### config.mk
export PLATFORM = sky130hd
export DESIGN_NAME = dmem_arbiter
export DESIGN_NICKNAME = d
export VERILOG_FILES = /design/src/rtl/dmem_pkg.sv /design/src/rtl/dmem_starve_ctr.sv /design/src/rtl/dmem_arbiter.sv
export SDC_FILE = /design/constraint.sdc
export NUM_CORES = 1
export LEC_CHECK = 0
export CAP_MARGIN = 10
export CORE_AREA = 2 2 186 188
export DETAILED_ROUTE_END_ITERATION = 10
export DIE_AREA = 0 0 188 190
export GPL_TIMING_DRIVEN = 0
export SLEW_MARGIN = 10
export SYNTH_ARGS = -nofsm -noshare
export SYNTH_HDL_FRONTEND = slang
export SYNTH_SLANG_ARGS = --single-unit
### constraint.sdc
create_clock -name clk_i -period 2.8 [get_ports clk_i]
set_input_delay 0.42 -clock clk_i [delete_from_list [all_inputs] [get_ports clk_i]]
set_output_delay 0.42 -clock clk_i [all_outputs]
set_load 0.05 [all_outputs]
### src/rtl/dmem_pkg.sv
// Shared definitions for the data-memory arbiter: FSM encoding, mask layout,
// port indices and the read-owner pipeline record.
package dmem_pkg;

  // Arbiter FSM encoding
  localparam logic [0:0] ST_IDLE   = 1'b0;
  localparam logic [0:0] ST_LOCKED = 1'b1;

  // Write mask layout: bit UPPER_WORD enables the upper 32 bits, bits 3:0 are byte lanes
  localparam int unsigned UPPER_WORD = 4;
  localparam int unsigned MASK_W     = UPPER_WORD + 1;

  // Requester indices as carried in the read-owner pipe
  localparam logic PORT_CPU = 1'b0;
  localparam logic PORT_DMA = 1'b1;

  typedef struct packed {
    logic valid;
    logic port;
  } rd_owner_t;

  // A write only touches memory when at least one lane is enabled
  function automatic logic mask_writes(input logic we, input logic [MASK_W-1:0] mask);
    return we && (mask != '0);
  endfunction

endpackage

### src/rtl/dmem_starve_ctr.sv
// Saturating counter of consecutive port-0 grants while port 1 is waiting.
// hold dominates clear, clear dominates increment. MAX_WAIT must be at least 1.
module dmem_starve_ctr #(
  parameter int unsigned MAX_WAIT = 4
) (
  input  logic clk_i,
  input  logic reset_i,
  input  logic inc_i,
  input  logic clr_i,
  input  logic hold_i,
  output logic expired_o
);

  localparam int unsigned      CNT_W   = $clog2(MAX_WAIT + 1);
  localparam logic [CNT_W-1:0] CNT_MAX = CNT_W'(MAX_WAIT);

  logic [CNT_W-1:0] cnt_q;
  logic [CNT_W-1:0] cnt_d;

  // Next count: frozen while held, cleared on demand, otherwise saturating increment
  always_comb begin
    cnt_d = cnt_q;
    if (!hold_i) begin
      if (clr_i) begin
        cnt_d = '0;
      end else if (inc_i && (cnt_q != CNT_MAX)) begin
        cnt_d = cnt_q + CNT_W'(1);
      end
    end
  end

  // Count register with synchronous active-low reset
  always_ff @(posedge clk_i) begin
    if (!reset_i) begin
      cnt_q <= '0;
    end else begin
      cnt_q <= cnt_d;
    end
  end

  assign expired_o = (cnt_q == CNT_MAX);

endmodule

### src/rtl/dmem_arbiter.sv
// Two-port arbiter in front of the single-port data RAM.
// Port 0 (pipeline MEM stage) has fixed priority; port 1 (loader/debug DMA)
// is guaranteed a grant after MAX_WAIT consecutive port-0 grants. A lock held
// by port 0 keeps AMO read-modify-write sequences atomic. Port-1 writes are
// reported one cycle later as snoop events for the LR/SC reservation.
//
//   state     | meaning
//   ----------+-----------------------------------------------------------
//   ST_IDLE   | normal arbitration, starvation guard active
//   ST_LOCKED | AMO in progress: only port 0 is served, wait count frozen
module dmem_arbiter
  import dmem_pkg::*;
#(
  parameter int unsigned ADDR_W   = 32,
  parameter int unsigned MAX_WAIT = 4,
  parameter int unsigned RD_LAT   = 1
) (
  input  logic              clk_i,
  input  logic              reset_i,
  input  logic              p0_req_i,
  input  logic              p0_we_i,
  input  logic              p0_lock_i,
  input  logic [ADDR_W-1:0] p0_addr_i,
  input  logic [63:0]       p0_wdata_i,
  input  logic [MASK_W-1:0] p0_wmask_i,
  output logic              p0_gnt_o,
  output logic              p0_stall_o,
  output logic              p0_rvalid_o,
  input  logic              p1_req_i,
  input  logic              p1_we_i,
  input  logic [ADDR_W-1:0] p1_addr_i,
  input  logic [63:0]       p1_wdata_i,
  input  logic [MASK_W-1:0] p1_wmask_i,
  output logic              p1_gnt_o,
  output logic              p1_rvalid_o,
  output logic [63:0]       rdata_o,
  output logic [ADDR_W-1:0] mem_addr_o,
  output logic [63:0]       mem_wdata_o,
  output logic [MASK_W-1:0] mem_wmask_o,
  output logic              mem_en_o,
  input  logic [63:0]       mem_rdata_i,
  output logic              snoop_valid_o,
  output logic [ADDR_W-1:0] snoop_addr_o
);

  logic [0:0]        state_q;
  logic [0:0]        state_d;
  logic              p0_gnt;
  logic              p1_gnt;
  logic              starve_expired;
  rd_owner_t         rd_owner_q [RD_LAT];
  rd_owner_t         rd_owner_d [RD_LAT];
  rd_owner_t         rd_tail;
  logic              snoop_valid_q;
  logic              snoop_valid_d;
  logic [ADDR_W-1:0] snoop_addr_q;
  logic [ADDR_W-1:0] snoop_addr_d;

  dmem_starve_ctr #(
    .MAX_WAIT (MAX_WAIT)
  ) u_starve_ctr (
    .clk_i     (clk_i),
    .reset_i   (reset_i),
    .inc_i     (p0_gnt & p1_req_i),
    .clr_i     (p1_gnt | ~p1_req_i),
    .hold_i    (state_q == ST_LOCKED),
    .expired_o (starve_expired)
  );

  // Zero-latency grant decision; nothing is granted while reset is held
  always_comb begin
    p0_gnt = 1'b0;
    p1_gnt = 1'b0;
    if (reset_i) begin
      if (state_q == ST_LOCKED) begin
        p0_gnt = p0_req_i;
      end else if (p0_req_i && p1_req_i) begin
        p0_gnt = ~starve_expired;
        p1_gnt = starve_expired;
      end else begin
        p0_gnt = p0_req_i;
        p1_gnt = p1_req_i;
      end
    end
  end

  // Lock follows p0_lock_i on every granted port-0 access
  always_comb begin
    state_d = state_q;
    case (state_q)
      ST_IDLE:   if (p0_gnt && p0_lock_i)  state_d = ST_LOCKED;
      ST_LOCKED: if (p0_gnt && !p0_lock_i) state_d = ST_IDLE;
      default:   state_d = ST_IDLE;
    endcase
  end

  // Route the granted port onto the RAM interface; mask stays zero for reads and idle
  always_comb begin
    mem_addr_o  = p0_addr_i;
    mem_wdata_o = p0_wdata_i;
    mem_wmask_o = '0;
    if (p1_gnt) begin
      mem_addr_o  = p1_addr_i;
      mem_wdata_o = p1_wdata_i;
      mem_wmask_o = p1_we_i ? p1_wmask_i : '0;
    end else if (p0_gnt) begin
      mem_wmask_o = p0_we_i ? p0_wmask_i : '0;
    end
  end

  // Read-owner pipe (depth RD_LAT) and snoop capture for port-1 writes
  always_comb begin
    rd_owner_d[0].valid = (p0_gnt & ~p0_we_i) | (p1_gnt & ~p1_we_i);
    rd_owner_d[0].port  = p1_gnt ? PORT_DMA : PORT_CPU;
    for (int unsigned i = 1; i < RD_LAT; i++) begin
      rd_owner_d[i] = rd_owner_q[i-1];
    end
    snoop_valid_d = p1_gnt & mask_writes(p1_we_i, p1_wmask_i);
    snoop_addr_d  = snoop_valid_d ? p1_addr_i : snoop_addr_q;
  end

  // State, read-owner and snoop registers with synchronous active-low reset
  always_ff @(posedge clk_i) begin
    if (!reset_i) begin
      state_q       <= ST_IDLE;
      snoop_valid_q <= 1'b0;
      snoop_addr_q  <= '0;
      for (int unsigned i = 0; i < RD_LAT; i++) begin
        rd_owner_q[i] <= '0;
      end
    end else begin
      state_q       <= state_d;
      snoop_valid_q <= snoop_valid_d;
      snoop_addr_q  <= snoop_addr_d;
      rd_owner_q    <= rd_owner_d;
    end
  end

  // Returns are masked while reset is held so an in-flight read is dropped
  assign rd_tail       = rd_owner_q[RD_LAT-1];
  assign p0_rvalid_o   = reset_i & rd_tail.valid & (rd_tail.port == PORT_CPU);
  assign p1_rvalid_o   = reset_i & rd_tail.valid & (rd_tail.port == PORT_DMA);
  assign rdata_o       = mem_rdata_i;
  assign snoop_valid_o = reset_i & snoop_valid_q;
  assign snoop_addr_o  = snoop_addr_q;
  assign p0_gnt_o      = p0_gnt;
  assign p1_gnt_o      = p1_gnt;
  assign mem_en_o      = p0_gnt | p1_gnt;
  assign p0_stall_o    = p0_req_i & ~p0_gnt;

endmodule

==> flow_summary_export.csv, run 1 <==
group,metric,value,unit
logic_synthesis,synth_edf_count,0,
grt,grt_pass1_wl,28.0,mm
pwr,p_comb_frac,0.548,
clock_tree,cts_max_level,2,
timing,fin_worst_skew,0.00809,ns
pwr,power,0.00280,W
status,outcome,"complete, no violations",
logic_synthesis,yosysSeqAreaShare,0.237,
timing,setup_viol,0,
pwr,leakagePower,3.15,nW
pwr,powerDensity,353,nW/um^2
logic_synthesis,ys_async_sr_fraction,0,
placed_design,dpl.hpwl,18.0,mm
grt,track_usage,0.105,
logic_synthesis,syn_avg_cell_area,8.95,um^2
detailed_routing,drtAntennaViolNets,0,
finish,diodes,0,
grt,grt_antenna_before_repair,4,
finish,drive_above_1_share,0.371,
worst_setup_path,crit_fanout,10,
finish,areaGrowthSynthToFinish,141,%
detailed_routing,wl_per_cell,16.7,um
logic_synthesis,synth_top_area_cell,"mux2_2",
floorplan,initial_utilization,0.0970,
finish,finalNonFillerCells,1247,
pwr,swShare,0.404,
detailed_routing,drtIter0Drc,100,
finish,fill_cells,3694,
placed_design,place_ws,-0.723,ns
hold_path,hp-class,"reg -> reg",
worst_setup_path,cp-end-kind,"output pin",
logic_synthesis,synth_top_area_share,0.260,
logic_synthesis,syn_nets,643,
logic_synthesis,synth_seq_cells,39,
finish,seq_area,782,um^2
timing,relSlewSlack,0.488,
timing,rsz0062_at_grt,"false",
pwr,p_int,0.00167,W
detailed_routing,viasPerCell,3.45,
logic_synthesis,synthTopCellsByArea,"mux2_2 (26%), dfxtp_1 (24%), buf_4 (15%)",
timing,finalHoldViolations,0,
floorplan,die_x,188,um
detailed_routing,vias,4303,
grt,grt_pass1_vias,4322,
pwr,vdd_ir_drop_max,0.185,mV
timing,fin_crit_sh,0.964,
clock_tree,clock-sinks,39,
clock_tree,numCtsBuffers,5,
logic_synthesis,synthTopCellsByCount,"mux2_2 (76), buf_4 (64), nand2_1 (42), dfxtp_1 (39), o21ai_0 (34)",
logic_synthesis,netlist_area,3290,um^2
floorplan,io_pins,477,
detailed_routing,drc,0,
pwr,seq_power_share,0.210,
floorplan,dieArea,35700,um^2
placed_design,placedCellCount,1234,
clock_tree,clkTransAtPathRegs,0.06,ns
flow_run,max_cap_violations,0,
logic_synthesis,netlist_instances,368,
timing,slew_violations,0,
timing,period_minus_slack,2.70,ns
worst_setup_path,arrival,2.28,ns
logic_synthesis,synth_warnings,0,
floorplan,rows,68,
logic_synthesis,synthDistinctLibCells,31,
pwr,clkPwrFrac,0.243,
finish,final_core_utilization,0.234,
placed_design,port_buffers,411,
pwr,p_sw,0.00113,W
clock_tree,cts_tree,"done",
worst_setup_path,path_class,"reg -> out",
clock_tree,clk_latency,0.29,ns
clock_tree,clockBufferDepth,2,
timing,setup_ws,0.101,ns
logic_synthesis,synth_flop_cell,"dfxtp_1",
worst_setup_path,start_kind,"flop",
detailed_routing,drt-pass1-iter-count,4,
clock_tree,hold_buffers,0,
detailed_routing,wl,20.8,mm
timing,clock.fmax,0.371,GHz
logic_synthesis,yosysMostFrequentCell,"mux2_2",
grt,grt_overflow_total,0,
grt,grt_max_degree,13,
timing,worst_pin_slew,0.767,ns
floorplan,fp.dieH,190,um
worst_setup_path,required,2.38,ns
finish,multi_input_area,1890,um^2
finish,nets,1066,
placed_design,place_congestion,0.762,
floorplan,core_area,33900,um^2
clock_tree,cts_root_buf,"clkbuf_16",
[cell type report]
| cell class | instances | area share |
|---|---|---|
| timing repair buffer | 416 | 0.480 |
| multi-input combinational | 234 | 0.239 |
| sequential | 39 | 0.0986 |
| buffer | 91 | 0.0874 |
| tap | 455 | 0.0718 |
| clock buffer | 6 | 0.0175 |
| clock inverter | 2 | 0.00442 |
| inverter | 4 | 0.00189 |
[power groups by stage]
stage                     Clock (W)  Combinational (W)  Sequential [W]
after global placement            0            0.00159        0.000598
final                      0.000680            0.00153        0.000587
after CTS                  0.000713            0.00154        0.000587
after floorplan                   0           0.000842        0.000651
after detailed placement          0            0.00160        0.000599
after global routing       0.000738            0.00159        0.000589
[placed cells by master, fill, tap and decap left out, types with 5 or more instances in the layout]
master / netlist / final
o21ai_0: 34 / 34
dfxtp_1: 39 / 38
buf_6: 4 / 18
a22o_1: 5 / 5
clkbuf_1: 8 / 6
clkdlybuf4s50_1: 0 / 307
buf_4: 64 / 76
mux2_4: 20 / 20
nand3_1: 33 / 33
nand2_1: 42 / 42
mux2_2: 76 / 76
buf_2: 10 / 79
clkbuf_16: 0 / 6
clkbuf_2: 2 / 5
buf_12: 0 / 5
[sequential cells by signal, indices dropped and copies added (netlist names), named ones only]
register	count
snoop_addr_o	32
rd_owner_q	2
snoop_valid_q	1
u_starve_ctr.cnt_q	3
[layer usage]
metal  GRT usage  wire [um]  up-vias
met3      0.0389       1870       16
met2       0.173       9900      235
met5           0         46        -
met4      0.0115        163        8
met1       0.134       8810     1983
li1            -          -     2061
[per-stage QoR]
stage          hold WS, ns  area, um^2  setup TNS [ns]
6_report             0.458        7930               0
2_1_floorplan        0.470        3300               0
4_1_cts              0.463        7850         -0.0125
3_3_place_gp         0.444        7980          -56.62
5_1_grt              0.482        7930               0
3_5_place_dp         0.452        7980          -57.31
[critical path: stages (launching register included)]
cell and delay (ns):
dfxtp_1 0.36, inv_1 0.06, ha_2 0.19, a21boi_4 0.18, and3b_2 0.24, buf_12 0.15, buf_12 0.15, buf_12 0.15
mux2_4 0.29, buf_4 0.20
[repair_timing]
action,in CTS,in global routing
endpoints found under the setup margin,104,81
setup buffers,1,3
gates resized for setup,542,13
cloned,0,1
[cells by family (layout without fill, tap and decap cells)]
logic type | Yosys count | count (layout) | share of synthesized area
AND/OR/NAND/NOR | 91 | 91 | 0.130
multiplexers | 96 | 96 | 0.351
AO/OA/AOI/OAI | 45 | 45 | 0.0798
adder cells (fa/ha/maj) | 2 | 2 | 0.00760
flip-flops | 39 | 39 | 0.237
buffers and inverters | 95 | 519 | 0.195
[path summary, 6_finish.rpt]
path | from | to | slack (ns) | cells past startpoint
min reg2reg | snoop_addr_o[9] | snoop_addr_o[9] | 0.46 | 2
min | snoop_addr_o[9] | snoop_addr_o[9] | 0.46 | 2
max | u_starve_ctr.cnt_q[1] | mem_addr_o[12] | 0.10 | 9
max reg2reg | u_starve_ctr.cnt_q[1] | snoop_addr_o[30] | 0.75 | 8
Power figures use the tool's default switching activity.
==> inputs of run 2 (changes only) <==
--- a/config.mk
+++ b/config.mk
@@ -10,6 +10,7 @@
 export DETAILED_ROUTE_END_ITERATION = 10
 export DIE_AREA = 0 0 188 190
 export GPL_TIMING_DRIVEN = 0
+export REMOVE_ABC_BUFFERS = 1
 export SLEW_MARGIN = 10
 export SYNTH_ARGS = -nofsm -noshare
 export SYNTH_HDL_FRONTEND = slang
==> run 2 against run 1 <==
Net effect:
- the flow now finishes with violations (negative setup slack)
- die area did not move
- clock power fell by 16%
- clock skew fell by 0.0017 ns
- flip-flop and latch count did not move
- sequential share of layout area rose by 1.2 points
- worst hold slack got worse by 0.0018 ns
- register-to-register slack got worse by 0.45 ns
- non-clock buffer count fell by 134
- total power fell by 14%
- sequential power barely moved
- design area fell by 11%
- largest cell class unchanged
- highest routed layer unchanged
==> flow_summary_export.csv, run 2 (same netlist as run 1, synthesis figures left out) <==
group,metric,value,unit
pwr,p_comb_frac,0.518,
floorplan,rows,68,
finish,finalNonFillerCells,1112,
timing,worst_pin_slew,0.774,ns
worst_setup_path,cp-end-kind,"output pin",
grt,grt_pass1_wl,34.0,mm
grt,grt_pass1_vias,4086,
clock_tree,cts_root_buf,"clkbuf_16",
pwr,p_int,0.00148,W
timing,rsz0062_at_grt,"true",
pwr,swShare,0.385,
status,outcome,"finished with violations",
detailed_routing,routed.top_layer,"met5",
worst_setup_path,path_class,"reg -> out",
clock_tree,clk_latency,0.29,ns
pwr,powerDensity,340,nW/um^2
timing,setup_tns,-0.0112,ns
detailed_routing,drt-pass1-iter-count,4,
floorplan,die_x,188,um
timing,fin_worst_skew,0.00636,ns
clock_tree,hold_buffers,0,
clock_tree,clkTransAtPathRegs,0.06,ns
detailed_routing,dr_wl_met2,10.4,mm
floorplan,core_area,33900,um^2
timing,finalHoldViolations,0,
timing,fin_crit_sh,1.00,
finish,diodes,0,
pwr,power,0.00241,W
detailed_routing,drc,0,
worst_setup_path,arrival,2.39,ns
grt,grt_overflow_total,0,
detailed_routing,vias,3959,
floorplan,io_pins,477,
finish,drive_above_1_share,0.339,
worst_setup_path,crit_slowest_cell,"dlygate4sd2_1",
clock_tree,clock-sinks,39,
grt,grt_max_degree,34,
timing,slew_violations,0,
detailed_routing,wl,25.7,mm
grt,grt_antenna_before_repair,0,
worst_setup_path,start_kind,"flop",
worst_setup_path,critPathMaxStageDelay,0.58,ns
finish,final_common_cell,"clkdlybuf4s50_1",
finish,areaGrowthSynthToFinish,115,%
finish,final_cell_mix,"clkdlybuf4s50_1 (243), mux2_2 (70), buf_2 (43)",
worst_setup_path,r2r_cells,8,
grt,track_usage,0.139,
worst_setup_path,crit_fanout,4,
floorplan,dieArea,35700,um^2
pwr,vdd_ir_drop_max,0.177,mV
clock_tree,cts_max_level,2,
timing,setup_ws,-0.0112,ns
timing,relSlewSlack,0.482,
pwr,seq_power_share,0.244,
status,violations,"negative setup slack",
floorplan,initial_utilization,0.0970,
finish,largest_reg_flops,32,
worst_setup_path,crit_top_cell,"buf_4",
floorplan,fp.dieH,190,um
pwr,clkPwrFrac,0.239,
placed_design,place_congestion,0.719,
placed_design,dpl.hpwl,20.9,mm
timing,setup_viol,1,
flow_run,max_cap_violations,0,
hold_path,holdPathStages,2,
finish,nets,932,
placed_design,placedCellCount,1084,
clock_tree,numCtsBuffers,5,
pwr,p_sw,0.000927,W
clock_tree,clockBufferDepth,2,
detailed_routing,wl_met3,4.68,mm
timing,clock.fmax,0.356,GHz
worst_setup_path,path_cells,"inv_2, ha_4, a21boi_2, and3b_4, buf_12, buf_4, buf_4, mux2_4, dlygate4sd2_1",
detailed_routing,drtIter0Drc,149,
clock_tree,cts_tree,"done",
detailed_routing,viasPerCell,3.56,
detailed_routing,wl_per_cell,23.1,um
detailed_routing,wl_met1,10.3,mm
worst_setup_path,required,2.38,ns
detailed_routing,drtAntennaViolNets,0,
timing,period_minus_slack,2.81,ns
hold_path,hp-class,"reg -> reg",
placed_design,port_buffers,348,
pwr,leakagePower,2.68,nW
run 2: changes by cell type in the layout (fill, tap and decap cells not counted), moves of 9 or more:
cell	previous run	this run
buf_2	79	43
buf_4	76	14
buf_6	18	9
clkdlybuf4s50_1	307	243
clkdlybuf4s15_2	0	12
dlygate4sd2_1	2	21
run 2: worst max-delay path: cells and delay by family (launching register included):
family | cells | cell delay (ns)
flip-flops | 1 | 0.33
adder cells (fa/ha/maj) | 1 | 0.15
multiplexers | 1 | 0.19
AND/OR/NAND/NOR | 1 | 0.24
buffers and inverters | 5 | 1.03
AO/OA/AOI/OAI | 1 | 0.14
run 2: final cells by class:
| class | instances | area, um^2 |
|---|---|---|
| fillers | 3752 | 26900 |
| clock inverters | 1 | 5.00 |
| multi-input cells | 234 | 1920 |
| flip-flops and latches | 39 | 783 |
| inverters | 4 | 15.0 |
| clock buffers | 6 | 139 |
| well taps | 455 | 569 |
| repair buffers | 373 | 3660 |
run 2: per-stage QoR:
stage	cell area, um^2	util	hold slack (ns)	setup slack (ns)
finish	7090	0.209	0.456	-0.0112
detailed placement	6820	0.201	0.453	-0.708
floorplan	2670	-	0.470	-1.94
CTS	7100	0.209	0.461	-0.122
global route	7090	0.209	0.480	-0.118
global placement	6720	0.198	0.445	-5.12
run 2: worst paths after layout:
path	slack, ns	start	to
setup / recovery	-0.01	u_starve_ctr.cnt_q[1]	mem_addr_o[15]
setup reg to reg	0.30	u_starve_ctr.cnt_q[1]	snoop_addr_o[6]
hold reg to reg	0.46	snoop_addr_o[23]	snoop_addr_o[23]
hold / removal	0.46	snoop_addr_o[23]	snoop_addr_o[23]
run 2: power by group through the flow:
stage	Combinational, W	Clock (W)	Sequential [W]
CTS	0.00125	0.000615	0.000586
finish	0.00125	0.000574	0.000587
detailed placement	0.00125	0	0.000598
floorplan	0.000584	0	0.000651
global placement	0.00126	0	0.000597
global route	0.00130	0.000626	0.000589
run 2: timing repair:
item | 4_1_cts | 5_1_grt
pin swaps | 2 | 1
setup endpoints to repair | 135 | 32
buffers inserted | 13 | 4
gates resized for setup | 430 | 32
gates cloned | 5 | 0
run 2: layer usage:
metal  global-route usage  vias to the layer above
met3                0.118                       12
met4               0.0151                        4
met5               0.0508                        -
li1                     -                     1788
met2                0.195                      348
met1                0.159                     1807
